## src/rtl/systolic_pkg.sv

```systemverilog
`default_nettype none
// ============================================================================
//  Module      : systolic_pkg
//  Description : Shared definitions for the systolic operand feed controller.
//                Holds the sequencer state encoding, the FP32 zero pattern
//                used for bus padding, and the lane-slice helper macro.
//  Revision    : 1.0  initial release
// ============================================================================

// Selects the 32-bit word of lane 'idx' from a packed N*32 bus.
`ifndef SYSTOLIC_LANE
`define SYSTOLIC_LANE(vec, idx) vec[(idx)*32 +: 32]
`endif

package systolic_pkg;

    // Sequencer states
    localparam logic [2:0] c_st_idle  = 3'd0;
    localparam logic [2:0] c_st_clr   = 3'd1;
    localparam logic [2:0] c_st_feed  = 3'd2;
    localparam logic [2:0] c_st_flush = 3'd3;
    localparam logic [2:0] c_st_drain = 3'd4;
    localparam logic [2:0] c_st_done  = 3'd5;

    // +0.0 in IEEE-754 single precision; PEs treat it as a null product.
    localparam logic [31:0] c_fp32_zero = 32'h0000_0000;

    // Width of the shared phase counter (covers CLR/ISSUE/FLUSH/DRAIN lengths).
    localparam int c_cnt_w = 16;

endpackage

`default_nettype wire

```

## src/rtl/systolic_feed_ctrl_if.sv

```systemverilog
`default_nettype none
// ============================================================================
//  Module      : systolic_feed_ctrl_if
//  Description : Job-control, operand-buffer and PE-array feed signals of the
//                systolic feed controller.
//                master : host / operand-buffer side (drives START, K_LEN,
//                         A_RDATA, B_RDATA)
//                slave  : the feed controller itself
//  Ports       : START, K_LEN              job request and inner dimension
//                BUSY, DONE, RES_VALID     job status
//                ARRAY_RST_N               active-low PE array clear
//                RD_EN, RD_ADDR            operand buffer read request
//                A_RDATA, B_RDATA          operand buffer read data (N*32)
//                LEFT_BUS, TOP_BUS         PE array edge feeds (N*32)
//  Revision    : 1.0  initial release
// ============================================================================
interface systolic_feed_ctrl_if #(
    parameter int N  = 4,
    parameter int KW = 8
);
    logic            START;
    logic [KW-1:0]   K_LEN;
    logic            BUSY;
    logic            DONE;
    logic            RES_VALID;
    logic            ARRAY_RST_N;
    logic            RD_EN;
    logic [KW-1:0]   RD_ADDR;
    logic [N*32-1:0] A_RDATA;
    logic [N*32-1:0] B_RDATA;
    logic [N*32-1:0] LEFT_BUS;
    logic [N*32-1:0] TOP_BUS;

    modport master (
        output START, K_LEN, A_RDATA, B_RDATA,
        input  BUSY, DONE, RES_VALID, ARRAY_RST_N, RD_EN, RD_ADDR,
               LEFT_BUS, TOP_BUS
    );

    modport slave (
        input  START, K_LEN, A_RDATA, B_RDATA,
        output BUSY, DONE, RES_VALID, ARRAY_RST_N, RD_EN, RD_ADDR,
               LEFT_BUS, TOP_BUS
    );
endinterface

`default_nettype wire

```

## src/rtl/systolic_skew_line.sv

```systemverilog
`default_nettype none
// ============================================================================
//  Module      : systolic_skew_line
//  Description : Per-lane delay line. Delays i_din by DEPTH clock cycles;
//                DEPTH = 0 is a plain wire. Used to stagger lanes for arrays
//                whose PEs register their pass-through operands.
//  Ports       : CLK    clock, rising edge
//                RST_N  asynchronous active-low reset (clears the line)
//                i_din  lane input  (W bits)
//                o_dout lane output (W bits), i_din delayed DEPTH cycles
//  Revision    : 1.0  initial release
// ============================================================================
module systolic_skew_line #(
    parameter int DEPTH = 1,
    parameter int W     = 32
) (
    input  wire logic         CLK,
    input  wire logic         RST_N,
    input  wire logic [W-1:0] i_din,
    output logic      [W-1:0] o_dout
);

    generate
        if (DEPTH == 0) begin : g_pass
            assign o_dout = i_din;
        end else begin : g_shift
            logic [W-1:0] r_pipe [DEPTH];

            always_ff @(posedge CLK or negedge RST_N) begin
                if (!RST_N) begin
                    for (int d = 0; d < DEPTH; d++) begin
                        r_pipe[d] <= '0;
                    end
                end else begin
                    r_pipe[0] <= i_din;
                    for (int d = 1; d < DEPTH; d++) begin
                        r_pipe[d] <= r_pipe[d-1];
                    end
                end
            end

            assign o_dout = r_pipe[DEPTH-1];
        end
    endgenerate

endmodule

`default_nettype wire

```

## src/rtl/systolic_feed_ctrl.sv

```systemverilog
`default_nettype none
// ============================================================================
//  Module      : systolic_feed_ctrl
//  Description : Sequencer for an NxN FP32 PE array. On START it clears the
//                array for CLR_CYC cycles, streams K_LEN operand steps from
//                the A/B operand buffers onto LEFT_BUS/TOP_BUS (one operand
//                cycle followed by ISSUE_GAP-1 zero cycles per step), flushes
//                the read pipe, waits DRAIN_CYC cycles and pulses DONE.
//  Config      : SYSTOLIC_SKEW_EN - when defined, lane i of each bus is
//                delayed by i extra cycles and FLUSH lasts N cycles;
//                otherwise all lanes are aligned and FLUSH lasts 1 cycle.
//  Ports       : CLK    clock, rising edge
//                RST_N  asynchronous active-low reset
//                bus    systolic_feed_ctrl_if.slave (job control, operand
//                       buffer read port, PE array feeds)
//  Revision    : 1.0  initial release
// ============================================================================
module systolic_feed_ctrl
    import systolic_pkg::*;
#(
    parameter int N         = 4,
    parameter int KW        = 8,
    parameter int ISSUE_GAP = 4,
    parameter int DRAIN_CYC = 8,
    parameter int CLR_CYC   = 2
) (
    input  wire logic          CLK,
    input  wire logic          RST_N,
    systolic_feed_ctrl_if.slave bus
);

`ifdef SYSTOLIC_SKEW_EN
    // The deepest lane needs N-1 extra cycles to leave the skew registers.
    localparam int c_flush_cyc = N;
`else
    localparam int c_flush_cyc = 1;
`endif

    localparam logic [c_cnt_w-1:0] c_clr_last   = c_cnt_w'(CLR_CYC - 1);
    localparam logic [c_cnt_w-1:0] c_gap_last   = c_cnt_w'(ISSUE_GAP - 1);
    localparam logic [c_cnt_w-1:0] c_flush_last = c_cnt_w'(c_flush_cyc - 1);
    localparam logic [c_cnt_w-1:0] c_drain_last = c_cnt_w'(DRAIN_CYC - 1);

    // ------------------------------------------------------------------
    // Sequencer
    // ------------------------------------------------------------------
    logic [2:0]         r_state;
    logic [2:0]         w_state_nxt;
    logic [c_cnt_w-1:0] r_cnt;
    logic [c_cnt_w-1:0] w_cnt_nxt;
    // One bit wider than K_LEN so the last step index never wraps.
    logic [KW:0]        r_k;
    logic [KW:0]        w_k_nxt;
    logic [KW:0]        w_k_inc;
    logic [KW-1:0]      r_klen;
    logic               r_res_valid;
    logic               r_array_rst_n;
    logic               w_accept;
    logic               w_rd_en;

    assign w_accept = (r_state == c_st_idle) && bus.START;
    assign w_k_inc  = r_k + 1'b1;

    always_comb begin
        w_state_nxt = r_state;
        w_cnt_nxt   = r_cnt;
        w_k_nxt     = r_k;
        case (r_state)
            c_st_idle: begin
                if (bus.START) begin
                    w_state_nxt = c_st_clr;
                    w_cnt_nxt   = '0;
                    w_k_nxt     = '0;
                end
            end
            c_st_clr: begin
                if (r_cnt == c_clr_last) begin
                    w_cnt_nxt   = '0;
                    w_state_nxt = (r_klen == '0) ? c_st_done : c_st_feed;
                end else begin
                    w_cnt_nxt = r_cnt + 1'b1;
                end
            end
            c_st_feed: begin
                if (r_cnt == c_gap_last) begin
                    w_cnt_nxt = '0;
                    if (w_k_inc == {1'b0, r_klen}) begin
                        w_state_nxt = c_st_flush;
                    end else begin
                        w_k_nxt = w_k_inc;
                    end
                end else begin
                    w_cnt_nxt = r_cnt + 1'b1;
                end
            end
            c_st_flush: begin
                if (r_cnt == c_flush_last) begin
                    w_cnt_nxt   = '0;
                    w_state_nxt = c_st_drain;
                end else begin
                    w_cnt_nxt = r_cnt + 1'b1;
                end
            end
            c_st_drain: begin
                if (r_cnt == c_drain_last) begin
                    w_cnt_nxt   = '0;
                    w_state_nxt = c_st_done;
                end else begin
                    w_cnt_nxt = r_cnt + 1'b1;
                end
            end
            c_st_done: begin
                w_state_nxt = c_st_idle;
            end
            default: begin
                w_state_nxt = c_st_idle;
                w_cnt_nxt   = '0;
                w_k_nxt     = '0;
            end
        endcase
    end

    always_ff @(posedge CLK or negedge RST_N) begin
        if (!RST_N) begin
            r_state       <= c_st_idle;
            r_cnt         <= '0;
            r_k           <= '0;
            r_klen        <= '0;
            r_res_valid   <= 1'b0;
            r_array_rst_n <= 1'b1;
        end else begin
            r_state       <= w_state_nxt;
            r_cnt         <= w_cnt_nxt;
            r_k           <= w_k_nxt;
            // Registered from the next state so the PE clear is glitch-free.
            r_array_rst_n <= (w_state_nxt != c_st_clr);
            if (w_accept) begin
                r_klen      <= bus.K_LEN;
                r_res_valid <= 1'b0;
            end else if (r_state == c_st_done) begin
                r_res_valid <= 1'b1;
            end
        end
    end

    // ------------------------------------------------------------------
    // Operand read and bus registers
    // ------------------------------------------------------------------
    // The buffer returns data the cycle after RD_EN; r_rd_vld marks that
    // cycle so the bus register takes real data only then and +0.0 otherwise.
    logic            r_rd_vld;
    logic [N*32-1:0] r_left;
    logic [N*32-1:0] r_top;

    assign w_rd_en = (r_state == c_st_feed) && (r_cnt == '0);

    always_ff @(posedge CLK or negedge RST_N) begin
        if (!RST_N) begin
            r_rd_vld <= 1'b0;
            r_left   <= '0;
            r_top    <= '0;
        end else begin
            r_rd_vld <= w_rd_en;
            r_left   <= r_rd_vld ? bus.A_RDATA : {N{c_fp32_zero}};
            r_top    <= r_rd_vld ? bus.B_RDATA : {N{c_fp32_zero}};
        end
    end

`ifdef SYSTOLIC_SKEW_EN
    logic [N*32-1:0] w_left_skew;
    logic [N*32-1:0] w_top_skew;

    generate
        for (genvar gi = 0; gi < N; gi++) begin : g_skew
            systolic_skew_line #(
                .DEPTH (gi),
                .W     (32)
            ) u_left_skew (
                .CLK    (CLK),
                .RST_N  (RST_N),
                .i_din  (`SYSTOLIC_LANE(r_left, gi)),
                .o_dout (`SYSTOLIC_LANE(w_left_skew, gi))
            );
            systolic_skew_line #(
                .DEPTH (gi),
                .W     (32)
            ) u_top_skew (
                .CLK    (CLK),
                .RST_N  (RST_N),
                .i_din  (`SYSTOLIC_LANE(r_top, gi)),
                .o_dout (`SYSTOLIC_LANE(w_top_skew, gi))
            );
        end
    endgenerate

    assign bus.LEFT_BUS = w_left_skew;
    assign bus.TOP_BUS  = w_top_skew;
`else
    assign bus.LEFT_BUS = r_left;
    assign bus.TOP_BUS  = r_top;
`endif

    // ------------------------------------------------------------------
    // Status outputs
    // ------------------------------------------------------------------
    assign bus.BUSY        = (r_state != c_st_idle);
    assign bus.DONE        = (r_state == c_st_done);
    assign bus.RES_VALID   = r_res_valid;
    assign bus.ARRAY_RST_N = r_array_rst_n;
    assign bus.RD_EN       = w_rd_en;
    assign bus.RD_ADDR     = w_rd_en ? r_k[KW-1:0] : '0;

endmodule

`default_nettype wire
```

## src/flat_wrapper.sv

```systemverilog
// flat-port wrapper written by rule: the top's interface ports become plain ports
module systolic_feed_ctrl_flat import systolic_pkg::*;
#(
    parameter int N         = 4,
    parameter int KW        = 8,
    parameter int ISSUE_GAP = 4,
    parameter int DRAIN_CYC = 8,
    parameter int CLR_CYC   = 2
)
  (CLK, RST_N, bus_START, bus_K_LEN, bus_A_RDATA, bus_B_RDATA, bus_BUSY, bus_DONE, bus_RES_VALID, bus_ARRAY_RST_N, bus_RD_EN, bus_RD_ADDR, bus_LEFT_BUS, bus_TOP_BUS);
  systolic_feed_ctrl_if #(.N(N), .KW(KW)) bus_i ();
  input  wire logic CLK;
  input  wire logic RST_N;
  input wire logic [$bits(bus_i.START)-1:0] bus_START;
  input wire logic [$bits(bus_i.K_LEN)-1:0] bus_K_LEN;
  input wire logic [$bits(bus_i.A_RDATA)-1:0] bus_A_RDATA;
  input wire logic [$bits(bus_i.B_RDATA)-1:0] bus_B_RDATA;
  output wire logic [$bits(bus_i.BUSY)-1:0] bus_BUSY;
  output wire logic [$bits(bus_i.DONE)-1:0] bus_DONE;
  output wire logic [$bits(bus_i.RES_VALID)-1:0] bus_RES_VALID;
  output wire logic [$bits(bus_i.ARRAY_RST_N)-1:0] bus_ARRAY_RST_N;
  output wire logic [$bits(bus_i.RD_EN)-1:0] bus_RD_EN;
  output wire logic [$bits(bus_i.RD_ADDR)-1:0] bus_RD_ADDR;
  output wire logic [$bits(bus_i.LEFT_BUS)-1:0] bus_LEFT_BUS;
  output wire logic [$bits(bus_i.TOP_BUS)-1:0] bus_TOP_BUS;
  assign bus_i.START = bus_START;
  assign bus_i.K_LEN = bus_K_LEN;
  assign bus_i.A_RDATA = bus_A_RDATA;
  assign bus_i.B_RDATA = bus_B_RDATA;
  assign bus_BUSY = bus_i.BUSY;
  assign bus_DONE = bus_i.DONE;
  assign bus_RES_VALID = bus_i.RES_VALID;
  assign bus_ARRAY_RST_N = bus_i.ARRAY_RST_N;
  assign bus_RD_EN = bus_i.RD_EN;
  assign bus_RD_ADDR = bus_i.RD_ADDR;
  assign bus_LEFT_BUS = bus_i.LEFT_BUS;
  assign bus_TOP_BUS = bus_i.TOP_BUS;
  systolic_feed_ctrl #(.N(N), .KW(KW), .ISSUE_GAP(ISSUE_GAP), .DRAIN_CYC(DRAIN_CYC), .CLR_CYC(CLR_CYC)) u_core (.CLK(CLK), .RST_N(RST_N), .bus(bus_i));
endmodule
```

## config.mk

```make
export PLATFORM = sky130hd
export DESIGN_NAME = systolic_feed_ctrl_flat
export DESIGN_NICKNAME = d
export VERILOG_FILES = /design/src/rtl/systolic_pkg.sv /design/src/rtl/systolic_feed_ctrl_if.sv /design/src/rtl/systolic_skew_line.sv /design/src/rtl/systolic_feed_ctrl.sv /design/src/flat_wrapper.sv
export SDC_FILE = /design/constraint.sdc
export NUM_CORES = 1
export LEC_CHECK = 0
export CORE_AREA = 2 2 209 211
export DETAILED_ROUTE_END_ITERATION = 16
export DIE_AREA = 0 0 211 213
export GPL_ROUTABILITY_DRIVEN = 0
export PLACE_DENSITY = 0.51
export SLEW_MARGIN = 25
export SYNTH_ARGS = -nofsm -noshare
export SYNTH_HDL_FRONTEND = slang
export SYNTH_SLANG_ARGS = --single-unit
export TNS_END_PERCENT = 30
```

## constraint.sdc

```tcl
create_clock -name CLK -period 2.86 [get_ports CLK]
set_clock_uncertainty 0.05 [all_clocks]
set_input_delay 0.572 -clock CLK [delete_from_list [all_inputs] [get_ports CLK]]
set_output_delay 0.572 -clock CLK [all_outputs]
set_load 0.01 [all_outputs]
```

==> run_results.csv, run 1 <==
group,metric,value,unit
clocking,cts_tree,"done",
yosys,seq_area_frac_synth,70.5,%
power,p_leak,8.16,nW
yosys,ys.flop_type,"dfrtp_1",
yosys,synthesis.area,10500,um^2
route,drtIter0Drc,432,
finish,area_growth,71.3,%
power,peakVddDrop,303,uV
clocking,path_clk_slew,0.05,ns
power,power_density,507,nW/um^2
critical_path,required,2.24,ns
timing,rsz0062_at_grt,"yes",
outcome,violations,"setup timing",
timing,fin_tns_setup,-1.56,ns
placement,placed_area,16700,um^2
timing,final-max-slew-violation-count,0,
timing,setup_viol,9,
finish,layout.nets,1651,
clocking,htree_num_levels,2,
outcome,outcome,"finished with violations",
timing,worstMarginPinSlew,0.681,ns
clocking,cts_buffer_depth,3,
timing,max_slew_margin,54.6,%
yosys,synth.most_common_cell,"dfrtp_1",
critical_path,worstSetupStartpointType,"flip-flop",
critical_path,worstPathArrival,2.43,ns
yosys,async_reset_ff_share,100,%
yosys,synth_common_cells,"dfrtp_1, and2_1, clkbuf_1",
yosys,synth_edf_count,0,
die,floorplan.initialDensity,24.5,%
route,viasPerCell,4.03,
critical_path,slowest_stage,"or4_4",
critical_path,critPathKind,"reg2out",
timing,hold_viol,0,
yosys,avgSynthCellArea,13.0,um^2
yosys,syn_nets,1075,
critical_path,cp_common_cell,"buf_6",
timing,holdWs,0.510,ns
hold_path,min_path_type,"reg2reg",
flow_run,maxCapViolCount,0,
finish,diodes,0,
finish,fill_cells,4049,
yosys,yosysWarningCount,0,
timing,post-route-period-util,107,%
global_routing,globalRoute.totalOverflow,0,
critical_path,rrSetupSlack,0.08,ns
yosys,ys_seq_elements,295,
yosys,synth_cells,804,
yosys,synth_top_area_cell,"dfrtp_1",
critical_path,path_cells,"or4_4 > nor4_4 > buf_4 > buf_6 > and3_4 > and2_4 > buf_6",
timing,period_minus_slack,3.05,ns
route,dr_total_vias,7843,
finish,finish.utilization,42.0,%
critical_path,cp_max_fo,5,
placement,place_inst,1880,
yosys,ys_types,51,
critical_path,endpoint_kind,"primary output",
global_routing,grt_usage,16.0,%
global_routing,grt_max_degree,87,
global_routing,grt_first_pass_wirelength,53200,um
critical_path,slowest_delay,0.56,ns
die,die_w,211,um
power,total_power,9.11,mW
timing,fin_ws,-0.191,ns
global_routing,antenna_found_initial,0,
route,wl,36900,um
die,num_rows,76,
yosys,synth_top_area_share,70.2,%
timing,max_freq,328,MHz
die,coreArea,42700,um^2
die,ios,536,
finish,drive_gt1_share,9.56,%
global_routing,first_global_vias,8290,
die,die_area,44900,um^2
finish,fin_area,17900,um^2
placement,io_buffers,535,
route,drt-pass1-iter-count,4,
placement,hpwl,27700,um
clocking,clock_latency,0.53,ns
clocking,cts.sinks,295,
clocking,cts-root-buf,"clkbuf_16",
die,die_h,213,um
yosys,synth.area.top_cells,"dfrtp_1, and2_1, clkbuf_1",
route,post_drt_wl_per_cell,18.9,um
route,drc,0,
finish,final_cells,1948,
placement,pre_cts_ws,-0.0966,ns
route,postRouteAntennaNets,0,
clocking,numCtsBuffers,37,
==> layout make-up <==
class,count,area [um^2],area share [%]
Tap cell,546,683,3.81
Clock inverter,6,48.8,0.272
Timing Repair Buffer,578,5760,32.1
Clock buffer,55,1090,6.10
Inverter,5,18.8,0.105
Multi-Input combinational cell,463,2950,16.4
Sequential cell,295,7390,41.2
==> cells by family after synthesis <==
family / count (synthesis) / share of synthesized area (%)
simple gates: 383 / 21.6
flops: 295 / 70.5
compound gates: 47 / 3.15
buf+inv: 47 / 1.77
xor+xnor: 18 / 1.50
mux: 10 / 1.05
fa+ha+maj: 4 / 0.478
==> layout by cell type (no fill, tap or decap), drive strengths merged, types with 4 or more instances in the layout <==
master and instances:
a21o 7, a21oi 7, and2 266, and3 7
buf 52, clkbuf 55, clkdlybuf4s50 525, clkinv 6
dfrtp 294, ha 4, inv 5, mux2 8
nand2 28, nand3 10, nand4 4, nor2 35
nor3 4, nor4 8, o21ai 12, o31ai 6
or3 6, xnor2 10, xor2 8
==> routing by layer <==
metal  share of wire [%]  global-route usage [%]  up-vias
met1                  38                    17.9     3782
met4                 2.0                    5.05        0
met3                 7.3                    4.81       45
li1                    -                       -     3723
met2                  53                    29.1      293
met5                   0                       0        -
==> timing repair <==
item / CTS / global route
hold buffers: 1 / 0
pin swaps: 3 / 3
cloned: 1 / 0
buffers inserted: 3 / 2
gates resized for setup: 51 / 6
hold endpoints to repair: 2 / 0
setup endpoints to repair: 9 / 21
==> sequential cells by signal, summed over array words and instances (netlist names) <==
name	flops
u_core.r_k	9
u_core.bus.ARRAY_RST_N	1
u_core.r_rd_vld	1
u_core.bus.LEFT_BUS	128
u_core.r_cnt	16
u_core.r_klen	8
u_core.bus.RES_VALID	1
u_core.r_state	3
u_core.bus.TOP_BUS	128
==> power breakdown <==
| group | leakage, nW | switching, mW | internal [mW] |
|---|---|---|---|
| Combinational | 3.53 | 0.144 | 0.349 |
| Sequential | 4.06 | 0.0184 | 4.19 |
| Clock | 0.563 | 1.77 | 2.64 |
==> worst max-delay path: cells and delay by family (launching register included) <==
| family | cells | cell delay, ns |
|---|---|---|
| buffers and inverters | 3 | 0.34 |
| flip-flops | 1 | 0.38 |
| AND/OR/NAND/NOR | 4 | 1.19 |
==> path summary, 6_finish.rpt <==
path | to | cells past startpoint | from
max in group asynchronous | u_core.bus.TOP_BUS[100]$_DFF_PN0_ | 3 | RST_N
setup reg to reg | u_core.r_k[3]$_DFFE_PN0P_ | 11 | u_core.r_cnt[7]$_DFFE_PN0P_
hold reg to reg | u_core.r_klen[4]$_DFFE_PN0P_ | 1 | u_core.r_klen[4]$_DFFE_PN0P_
hold / removal | u_core.r_klen[4]$_DFFE_PN0P_ | 1 | u_core.r_klen[4]$_DFFE_PN0P_
min in group asynchronous | u_core.bus.LEFT_BUS[77]$_DFF_PN0_ | 2 | RST_N
setup / recovery | bus_RD_ADDR[7] | 7 | u_core.r_cnt[7]$_DFFE_PN0P_
Power figures use the tool's default switching activity.
==> run 2, diff against run 1 <==
==> constraint.sdc (replaced) <==
create_clock -name CLK -period 2.86 [get_ports CLK]
set_clock_uncertainty 0.05 [all_clocks]
set_input_delay 0.715 -clock CLK [delete_from_list [all_inputs] [get_ports CLK]]
set_output_delay 0.715 -clock CLK [all_outputs]
set_load 0.01 [all_outputs]
==> run 2 against run 1 <==
Against the previous run: the flow still finishes with violations (setup timing); routed wire length is 0.15% lower; design area is 0.27% higher; highest routed layer is now met5; largest cell class unchanged; non-clock buffer count is 1 higher; register-to-register slack better by 0.24 ns; critical endpoint is now bus_RD_ADDR[3].
==> run_results.csv, run 2 (synthesis gave the netlist of run 1 again) <==
group,metric,value,unit
route,wl,36900,um
placement,hpwl,28200,um
timing,max_slew_margin,61.6,%
finish,seq_area,7390,um^2
die,floorplan.initialDensity,24.5,%
timing,fin_tns_setup,-2.16,ns
route,drc,0,
clocking,cts.sinks,295,
clocking,cts-root-buf,"clkbuf_16",
finish,fill_cells,4034,
power,p_leak,8.18,nW
finish,area_growth,71.7,%
global_routing,grt_usage,15.8,%
clocking,clock_latency,0.52,ns
clocking,path_clk_slew,0.06,ns
timing,setup_viol,9,
route,dr_total_vias,7885,
critical_path,required,2.10,ns
finish,multi_input_area,2930,um^2
clocking,cts_buffer_depth,3,
timing,max_freq,320,MHz
placement,io_buffers,535,
global_routing,grt_first_pass_wirelength,52900,um
critical_path,worstPathArrival,2.36,ns
timing,final-max-slew-violation-count,0,
timing,rsz0062_at_grt,"yes",
timing,fin_ws,-0.267,ns
route,drtIter0Drc,492,
timing,holdWs,0.107,ns
die,die_w,211,um
die,ios,536,
finish,mostFrequentLayoutCell,"clkdlybuf4s50_1",
route,drt-pass1-iter-count,6,
hold_path,min_path_type,"in2async",
global_routing,globalRoute.totalOverflow,0,
die,coreArea,42700,um^2
route,postRouteAntennaNets,0,
timing,period_minus_slack,3.13,ns
global_routing,grt_max_degree,68,
placement,pre_cts_ws,-0.172,ns
global_routing,first_global_vias,8167,
finish,finish.utilization,42.1,%
flow_run,maxCapViolCount,0,
timing,hold_viol,0,
critical_path,endpoint_kind,"primary output",
die,die_area,44900,um^2
clocking,cts_hold_buf,0,
timing,worstMarginPinSlew,0.576,ns
finish,layout_common_cells,"clkdlybuf4s50_1, dfrtp_1, and2_1",
route,post_drt_wl_per_cell,18.9,um
clocking,cts_tree,"done",
die,die_h,213,um
route,viasPerCell,4.05,
timing,post-route-period-util,109,%
outcome,violations,"setup timing",
power,power_density,515,nW/um^2
critical_path,critPathKind,"reg2out",
clocking,numCtsBuffers,36,
finish,drive_gt1_share,9.63,%
finish,layout.nets,1650,
power,peakVddDrop,302,uV
power,total_power,9.27,mW
critical_path,worstSetupStartpointType,"flip-flop",
global_routing,antenna_found_initial,2,
clocking,htree_num_levels,2,
outcome,outcome,"finished with violations",
die,num_rows,76,
critical_path,cp_max_fo,5,
## run 2: per-stage QoR
step / instance area [um^2] / instances
after floorplan: 10500 / 804
final: 18000 / 1949
after CTS: 18000 / 1948
after detailed placement: 16700 / 1885
after global routing: 18000 / 1949
after global placement: 16700 / 1885
## run 2: path summary, 6_finish.rpt
path	start	slack (ns)	cells after the start	end
max in group asynchronous	RST_N	1.96	2	u_core.bus.LEFT_BUS[19]$_DFF_PN0_
hold / removal	RST_N	0.11	1	u_core.bus.LEFT_BUS[45]$_DFF_PN0_
setup / recovery	u_core.r_cnt[12]$_DFFE_PN0P_	-0.27	6	bus_RD_ADDR[3]
setup reg to reg	u_core.r_cnt[12]$_DFFE_PN0P_	0.32	9	u_core.r_cnt[5]$_DFFE_PN0P_
hold reg to reg	u_core.r_cnt[0]$_DFFE_PN0P_	0.50	1	u_core.r_cnt[0]$_DFFE_PN0P_
min in group CLK	u_core.r_cnt[0]$_DFFE_PN0P_	0.50	1	u_core.r_cnt[0]$_DFFE_PN0P_
## run 2: final cells by class
cell class / instances / share of cell area [%]
sequential: 295 / 41.1
multi-input combinational: 462 / 16.3
timing repair buffer: 579 / 32.1
clock buffer: 53 / 6.04
inverter: 5 / 0.104
antenna: 1 / 0.0139
clock inverter: 8 / 0.584
tap: 546 / 3.80
## run 2: timing repair
item | CTS | global route
endpoints found under the setup margin | 9 | 9
pin swaps | 4 | 0
resized for setup | 53 | 2
setup buffers | 1 | 0
cloned | 1 | 0
## run 2: worst max-delay path, cell delays in order (launching register included)
cell and delay (ns):
dfrtp_1 0.37, or4_4 0.56, nor4_4 0.31, and3_4 0.25, buf_6 0.11, and2_1 0.11, buf_2 0.13
## run 2: power by group
part           leakage [nW]  switching, mW  internal, mW  total, mW
clock network         0.589           1.76          2.81       4.57
logic                  3.53          0.148         0.349      0.497
registers              4.06         0.0173          4.19       4.20
## run 2: layer usage
metal  wire length, um  track usage, %  up-vias
li1                  -               -     3709
met1             14000            18.3     3821
met2             19200            27.9      301
met3              2820            4.75       52
met4               880            5.44        2
met5                12               0        -
